File: src/rtl/flexbex_clock_gate_ctrl.sv
// Multi-channel clock-gating controller: idle-hysteresis FSM plus latch ICG per channel.
// Define FLEXBEX_CG_STATS_EN to build per-channel gated-cycle counters on gated_cnt_o.
module flexbex_clock_gate_ctrl #(
    parameter int NUM_CH      = 4,
    parameter int IDLE_CYCLES = 8,
    parameter int WAKE_CYCLES = 2,
    parameter int CNT_W       = 32
) (
    input  logic                      clk_i,
    input  logic                      rst_i,
    input  logic                      test_en_i,
    input  logic [NUM_CH-1:0]         force_on_i,
    input  logic [NUM_CH-1:0]         idle_i,
    input  logic [NUM_CH-1:0]         wake_req_i,
    output logic [NUM_CH-1:0]         wake_ack_o,
    output logic [NUM_CH-1:0]         clk_o,
    output logic [NUM_CH-1:0]         gated_o,
    output logic [NUM_CH*CNT_W-1:0]   gated_cnt_o
);

    localparam int IW = $clog2(IDLE_CYCLES + 1);
    localparam logic [IW-1:0] IDLE_LAST = IW'(IDLE_CYCLES - 1);
    localparam logic [3:0]    WAKE_LAST = 4'(WAKE_CYCLES - 1);

    typedef enum logic [1:0] {
        RUN   = 2'd0,
        GATED = 2'd1,
        WAKE  = 2'd2
    } state_t;

    state_t        state_q [NUM_CH];
    state_t        state_d [NUM_CH];
    logic [IW-1:0] idle_q  [NUM_CH];
    logic [IW-1:0] idle_d  [NUM_CH];
    logic [3:0]    wake_q  [NUM_CH];
    logic [3:0]    wake_d  [NUM_CH];

    logic [NUM_CH-1:0] en;
    logic [NUM_CH-1:0] busy;
    logic [NUM_CH-1:0] en_lat;

    always_ff @(posedge clk_i or posedge rst_i) begin
        if (rst_i) begin
            for (int ch = 0; ch < NUM_CH; ch++) begin
                state_q[ch] <= RUN;
                idle_q[ch]  <= '0;
                wake_q[ch]  <= '0;
            end
        end else begin
            for (int ch = 0; ch < NUM_CH; ch++) begin
                state_q[ch] <= state_d[ch];
                idle_q[ch]  <= idle_d[ch];
                wake_q[ch]  <= wake_d[ch];
            end
        end
    end

    // A wake request, a force or fresh work all count as "keep running".
    assign busy = wake_req_i | force_on_i | ~idle_i;

    always_comb begin
        for (int ch = 0; ch < NUM_CH; ch++) begin
            state_d[ch] = state_q[ch];
            idle_d[ch]  = idle_q[ch];
            wake_d[ch]  = wake_q[ch];
            unique case (state_q[ch])
                RUN: begin
                    wake_d[ch] = '0;
                    if (busy[ch]) begin
                        idle_d[ch] = '0;
                    end else if (idle_q[ch] == IDLE_LAST) begin
                        state_d[ch] = GATED;
                        idle_d[ch]  = '0;
                    end else if (idle_q[ch] != {IW{1'b1}}) begin
                        idle_d[ch] = idle_q[ch] + 1'b1;
                    end
                end
                GATED: begin
                    idle_d[ch] = '0;
                    if (busy[ch]) begin
                        state_d[ch] = WAKE;
                        wake_d[ch]  = '0;
                    end
                end
                WAKE: begin
                    idle_d[ch] = '0;
                    if (wake_q[ch] == WAKE_LAST) begin
                        state_d[ch] = RUN;
                        wake_d[ch]  = '0;
                    end else begin
                        wake_d[ch] = wake_q[ch] + 4'd1;
                    end
                end
                default: begin
                    state_d[ch] = RUN;
                    idle_d[ch]  = '0;
                    wake_d[ch]  = '0;
                end
            endcase
        end
    end

    always_comb begin
        en         = '0;
        wake_ack_o = '0;
        gated_o    = '0;
        for (int ch = 0; ch < NUM_CH; ch++) begin
            en[ch]         = (state_q[ch] != GATED);
            wake_ack_o[ch] = (state_q[ch] == RUN);
            gated_o[ch]    = (state_q[ch] == GATED);
        end
    end

    // Enable is sampled only while clk_i is low, so clk_o cannot glitch.
    always_latch begin
        if (rst_i) begin
            en_lat <= '1;
        end else if (!clk_i) begin
            en_lat <= en;
        end
    end

    assign clk_o = {NUM_CH{clk_i}} & (en_lat | {NUM_CH{test_en_i}});

`ifdef FLEXBEX_CG_STATS_EN
    logic [CNT_W-1:0] cnt_q [NUM_CH];

    always_ff @(posedge clk_i or posedge rst_i) begin
        if (rst_i) begin
            for (int ch = 0; ch < NUM_CH; ch++) begin
                cnt_q[ch] <= '0;
            end
        end else begin
            for (int ch = 0; ch < NUM_CH; ch++) begin
                if (state_q[ch] == GATED) begin
                    cnt_q[ch] <= cnt_q[ch] + 1'b1;
                end
            end
        end
    end

    always_comb begin
        gated_cnt_o = '0;
        for (int ch = 0; ch < NUM_CH; ch++) begin
            gated_cnt_o[ch*CNT_W +: CNT_W] = cnt_q[ch];
        end
    end
`else
    assign gated_cnt_o = '0;
`endif

endmodule

File: config.mk
export PLATFORM = sky130hd
export DESIGN_NAME = flexbex_clock_gate_ctrl
export DESIGN_NICKNAME = d
export VERILOG_FILES = /design/src/rtl/flexbex_clock_gate_ctrl.sv
export SDC_FILE = /design/constraint.sdc
export NUM_CORES = 1
export LEC_CHECK = 0
export ABC_AREA = 1
export BUFFER_PORTS_ARGS = -buffer_cell sky130_fd_sc_hd__buf_2
export CORE_AREA = 5 5 102 104
export CTS_BUF_LIST = sky130_fd_sc_hd__clkbuf_2 sky130_fd_sc_hd__clkbuf_4 sky130_fd_sc_hd__clkbuf_8
export DETAILED_ROUTE_END_ITERATION = 10
export DIE_AREA = 0 0 107 109
export GPL_TIMING_DRIVEN = 0
export PLACE_DENSITY_LB_ADDON = 0.05
export SETUP_SLACK_MARGIN = 0.05
export SKIP_CTS_REPAIR_TIMING = 1
export SYNTH_ARGS = -nofsm -noshare
export SYNTH_HDL_FRONTEND = slang
export SYNTH_SLANG_ARGS = --single-unit
File: constraint.sdc
create_clock -name clk_i -period 3.6 [get_ports clk_i]
set_input_delay 0.72 -clock clk_i [delete_from_list [all_inputs] [get_ports clk_i]]
set_output_delay 0.72 -clock clk_i [all_outputs]
set_load 0.02 [all_outputs]
**Word level (Yosys, flattened, before mapping)**

Index checks and enable logic that the tools add are counted.

- Add/sub/neg operators: 8
- Multipliers: 0
- Divide/modulo/power cells: 0
- $lt $le $gt $ge: 0
- Equal/unequal tests: 44
- Shift-type cells: 0
- Muxes and demuxes: 52
- Bitwise operators: 5
- Reductions and logical operators: 8

Operators by type and width:

| cell | number |
|---|---|
| two-way mux 4 bit | 28 |
| adder 4 x 1 -> 4 bit (second input constant) | 8 |
| two-way mux 2 bit | 16 |
| one-hot mux 4 bit (2 select lines) | 4 |
| != test 2 x 1 -> 1 bit (second input constant) | 12 |
| one-hot mux 2 bit (3 select lines) | 4 |
| equality test 4 x 1 -> 1 bit (second input constant) | 4 |
| equality test 4 x 3 -> 1 bit (second input constant) | 4 |
| != test 2 bit (second input constant) | 8 |
| != test 4 x 1 -> 1 bit (second input constant) | 4 |
| != test 4 bit (second input constant) | 4 |
| AND reduction 4 bit | 4 |
| bitwise OR 4 bit | 3 |
| equality test 2 x 1 -> 1 bit (second input constant) | 4 |
| equality test 2 bit (second input constant) | 4 |
| zero test 2 bit | 4 |
| AND 4 bit | 1 |
| inverter 4 bit | 1 |

- Register bits: 40
- Latch bits: 4
- RAM bits: 0
- ROM bits: 0
- Bits of input ports: 15
- Logic and storage cells: 133
- Memories: 0

**Longest topological paths before layout**

- Depth in word-level cells: 5
- Gate-level depth with buffers: 7

==> out/results.ini <==
[die]
die_w_um = 107
dieArea_sq_mm = 0.0117
core_area_sq_mm = 0.00946
die_y_um = 109
initial_core_util_pct = 33.8
ios = 155
row_count = 36

[logic_synthesis]
synth.area.top_cells = dfrtp_1 (31%), buf_4 (31%), nand2_1 (8.8%), nor2_1 (5.9%), ha_1 (4.7%)
synth_cell_types = 18
synth_top_area_share_pct = 31.3
synth_top_area_cell = dfrtp_1
syn_avg_cell_area_sq_um = 7.63
synth.cell_area_sq_mm = 0.00320
synth_warnings = 0
synth-seq-cells = 44
synthCells = 419

[place]
io_buffers = 26
post-place-ws_ps = 309
hpwl_um = 4840
gp_congestion = 0.775

[drt]
vias = 2562
dr.first_iter.drc_count = 54
drtAntennaViolNets = 0
routed_wl_um = 5920
drt_pass1_iterations = 4
drc = 0
wl_per_cell_um = 8.39
avgViaCountPerCell = 3.63

[global_route]
antenna_found_initial = 0
grt_usage_pct = 9.75
grt_overflow = 0
grt_pass1_wl_um = 9190
grt_pass1_vias = 2210
grt_max_degree = 33

[worst_setup_path]
cpMostUsedCell = nor2_1
path_buf_inv = 1
endpoint_kind = output pin
crit_fanout = 1
reg2reg_depth = 4
path_class = latch to output pin
required_ps = 2880
rrSetupSlack_ps = 1200
cp-startpoint = en_lat[0]
crit_family = latches
r2r_start = state_q[5]
worst_setup_path_start_kind = latch
crit_path_max_incr_delay_ps = 300
worstPathArrival_ps = 2980
worstPathCellList = nor2_1, nor2_1, buf_4
worst_r2r_endpoint = en_lat[1]
crit_slowest_cell = dlxtp_1

[sta]
tns_ps = -320
rsz0062_at_grt = true
finalWorstSetupSlack_ps = -102
setup-violations-final = 8
finClkSkew_ps = 115
hold_violations = 0
maxSlewViolCount = 0

[clock_network]
cts_tree = built
clk_latency_ps = 510
path_clk_slew_ps = 30

[min_path]
min_path_cells = 5
min_from = rst_i
holdCritPathClass = input port to clock gate

[cells_and_area]
layout-drive-gt1-share_pct = 30.5
multiInputGateArea_sq_mm = 0.00148
final_net_count = 618
post-route-util_pct = 44.2
syn_to_final_growth_pct = 30.8
fill_cells = 991
seq_area_sq_mm = 0.00106
diodes = 0

[pwr]
pwr-share-seq_pct = 33.6
ir_worst_vdd_uv = 179
p_sw_w = 0.000499
p_leak_nw = 2.56
p_int_w = 0.000931
clkPwrFrac_pct = 46.0
power_density_mw_per_mm2 = 342
combPwrFrac_pct = 20.3
p_sw_share_pct = 34.9

[run]
cap_violations = 0

[outcome]
status = finished, violations left
violations = setup timing

==> cells by family (layout without fill, tap and decap cells) <==
kind of cell | after synthesis | count (layout) | synth area share [%]
xor gates and xnor gates | 5 | 5 | 1.37
latches | 4 | 4 | 1.88
buffers and inverters | 170 | 215 | 35.5
AOI/OAI and AO/OA | 24 | 24 | 3.84
and+or+nand+nor | 162 | 162 | 21.0
DFF | 40 | 40 | 31.3
adders and majority gates | 12 | 12 | 4.70
muxes | 1 | 1 | 0.313
other | 1 | 128 | 0.117
==> registers in the layout (all words and copies together), names as in the netlist <==
name	cells
idle_q	16
wake_q	16
state_q	8
en_lat	4
==> layout make-up <==
| type | instances | area share, % |
|---|---|---|
| Tap cell | 114 | 3.41 |
| Sequential cell | 44 | 25.4 |
| Clock inverter | 4 | 0.359 |
| Clock buffer | 17 | 4.79 |
| Inverter | 37 | 3.32 |
| Timing Repair Buffer | 25 | 3.59 |
| Buffer | 132 | 23.7 |
| Multi-Input combinational cell | 332 | 35.4 |
==> cells in the mapped netlist, drive strengths merged <==
library cell,count
buf,132
nand2,76
nor2,55
dfrtp,40
inv,38
nand3,19
o21ai,14
ha,12
a21oi,9
nand4,7
nor3,5
xor2,5
dlxtp,4
conb,1
mux2i,1
o21bai,1
==> worst reg2reg max path, stage by stage (launching register included) <==
cell and delay (ps):
dfrtp_1 400, inv_1 80, nand2_1 90, inv_1 110
nand2_1 50
==> routing by layer <==
metal / routed length [um] / share of wire [%] / vias up / GRT usage, %
li1: - / - / 1379 / -
met1: 2360 / 40 / 1074 / 11.0
met2: 2890 / 49 / 98 / 15.8
met3: 578 / 9.8 / 11 / 4.26
met4: 94 / 1.6 / 0 / 4.75
met5: 0 / 0 / - / 0
==> cell usage in the layout, fill, tap and decap left out, drive strengths merged, types with 12 or more instances in the layout <==
master / count
clkbuf: 13
dfrtp: 40
ha: 12
nor2: 55
buf: 159
inv: 41
nand2: 76
conb: 128
o21ai: 14
nand3: 19
==> metrics by stage <==
step                      std cells  hold WS, ps  instance area, sq um  total power (W)
after floorplan                 546         -559                  3670         0.000849
after global placement          686         -197                  3950         0.000908
after detailed placement        687         -584                  3970         0.000912
after CTS                       703         -811                  4140          0.00142
after global routing            705          349                  4180          0.00152
final                           705          271                  4180          0.00143
==> worst max path at each step <==
stage / to / slack (ps) / cells after the start
2_1_floorplan: en_lat[0] / 90 / 2
3_3_place_gp: en_lat[2] / 0 / 3
3_5_place_dp: en_lat[2] / 310 / 4
4_1_cts: clk_o[3] / -170 / 3
5_1_grt: clk_o[3] / -160 / 3
6_report: clk_o[0] / -100 / 3
==> power groups by stage <==
stage	combinational, W	sequential (W)	clock, W
final	0.000291	0.000481	0.000658
after global routing	0.000318	0.000482	0.000716
after CTS	0.000284	0.000481	0.000652
after detailed placement	0.000284	0.000490	0.000139
after global placement	0.000280	0.000490	0.000139
after floorplan	0.000261	0.000488	0.000101
Power figures use the tool's default switching activity.
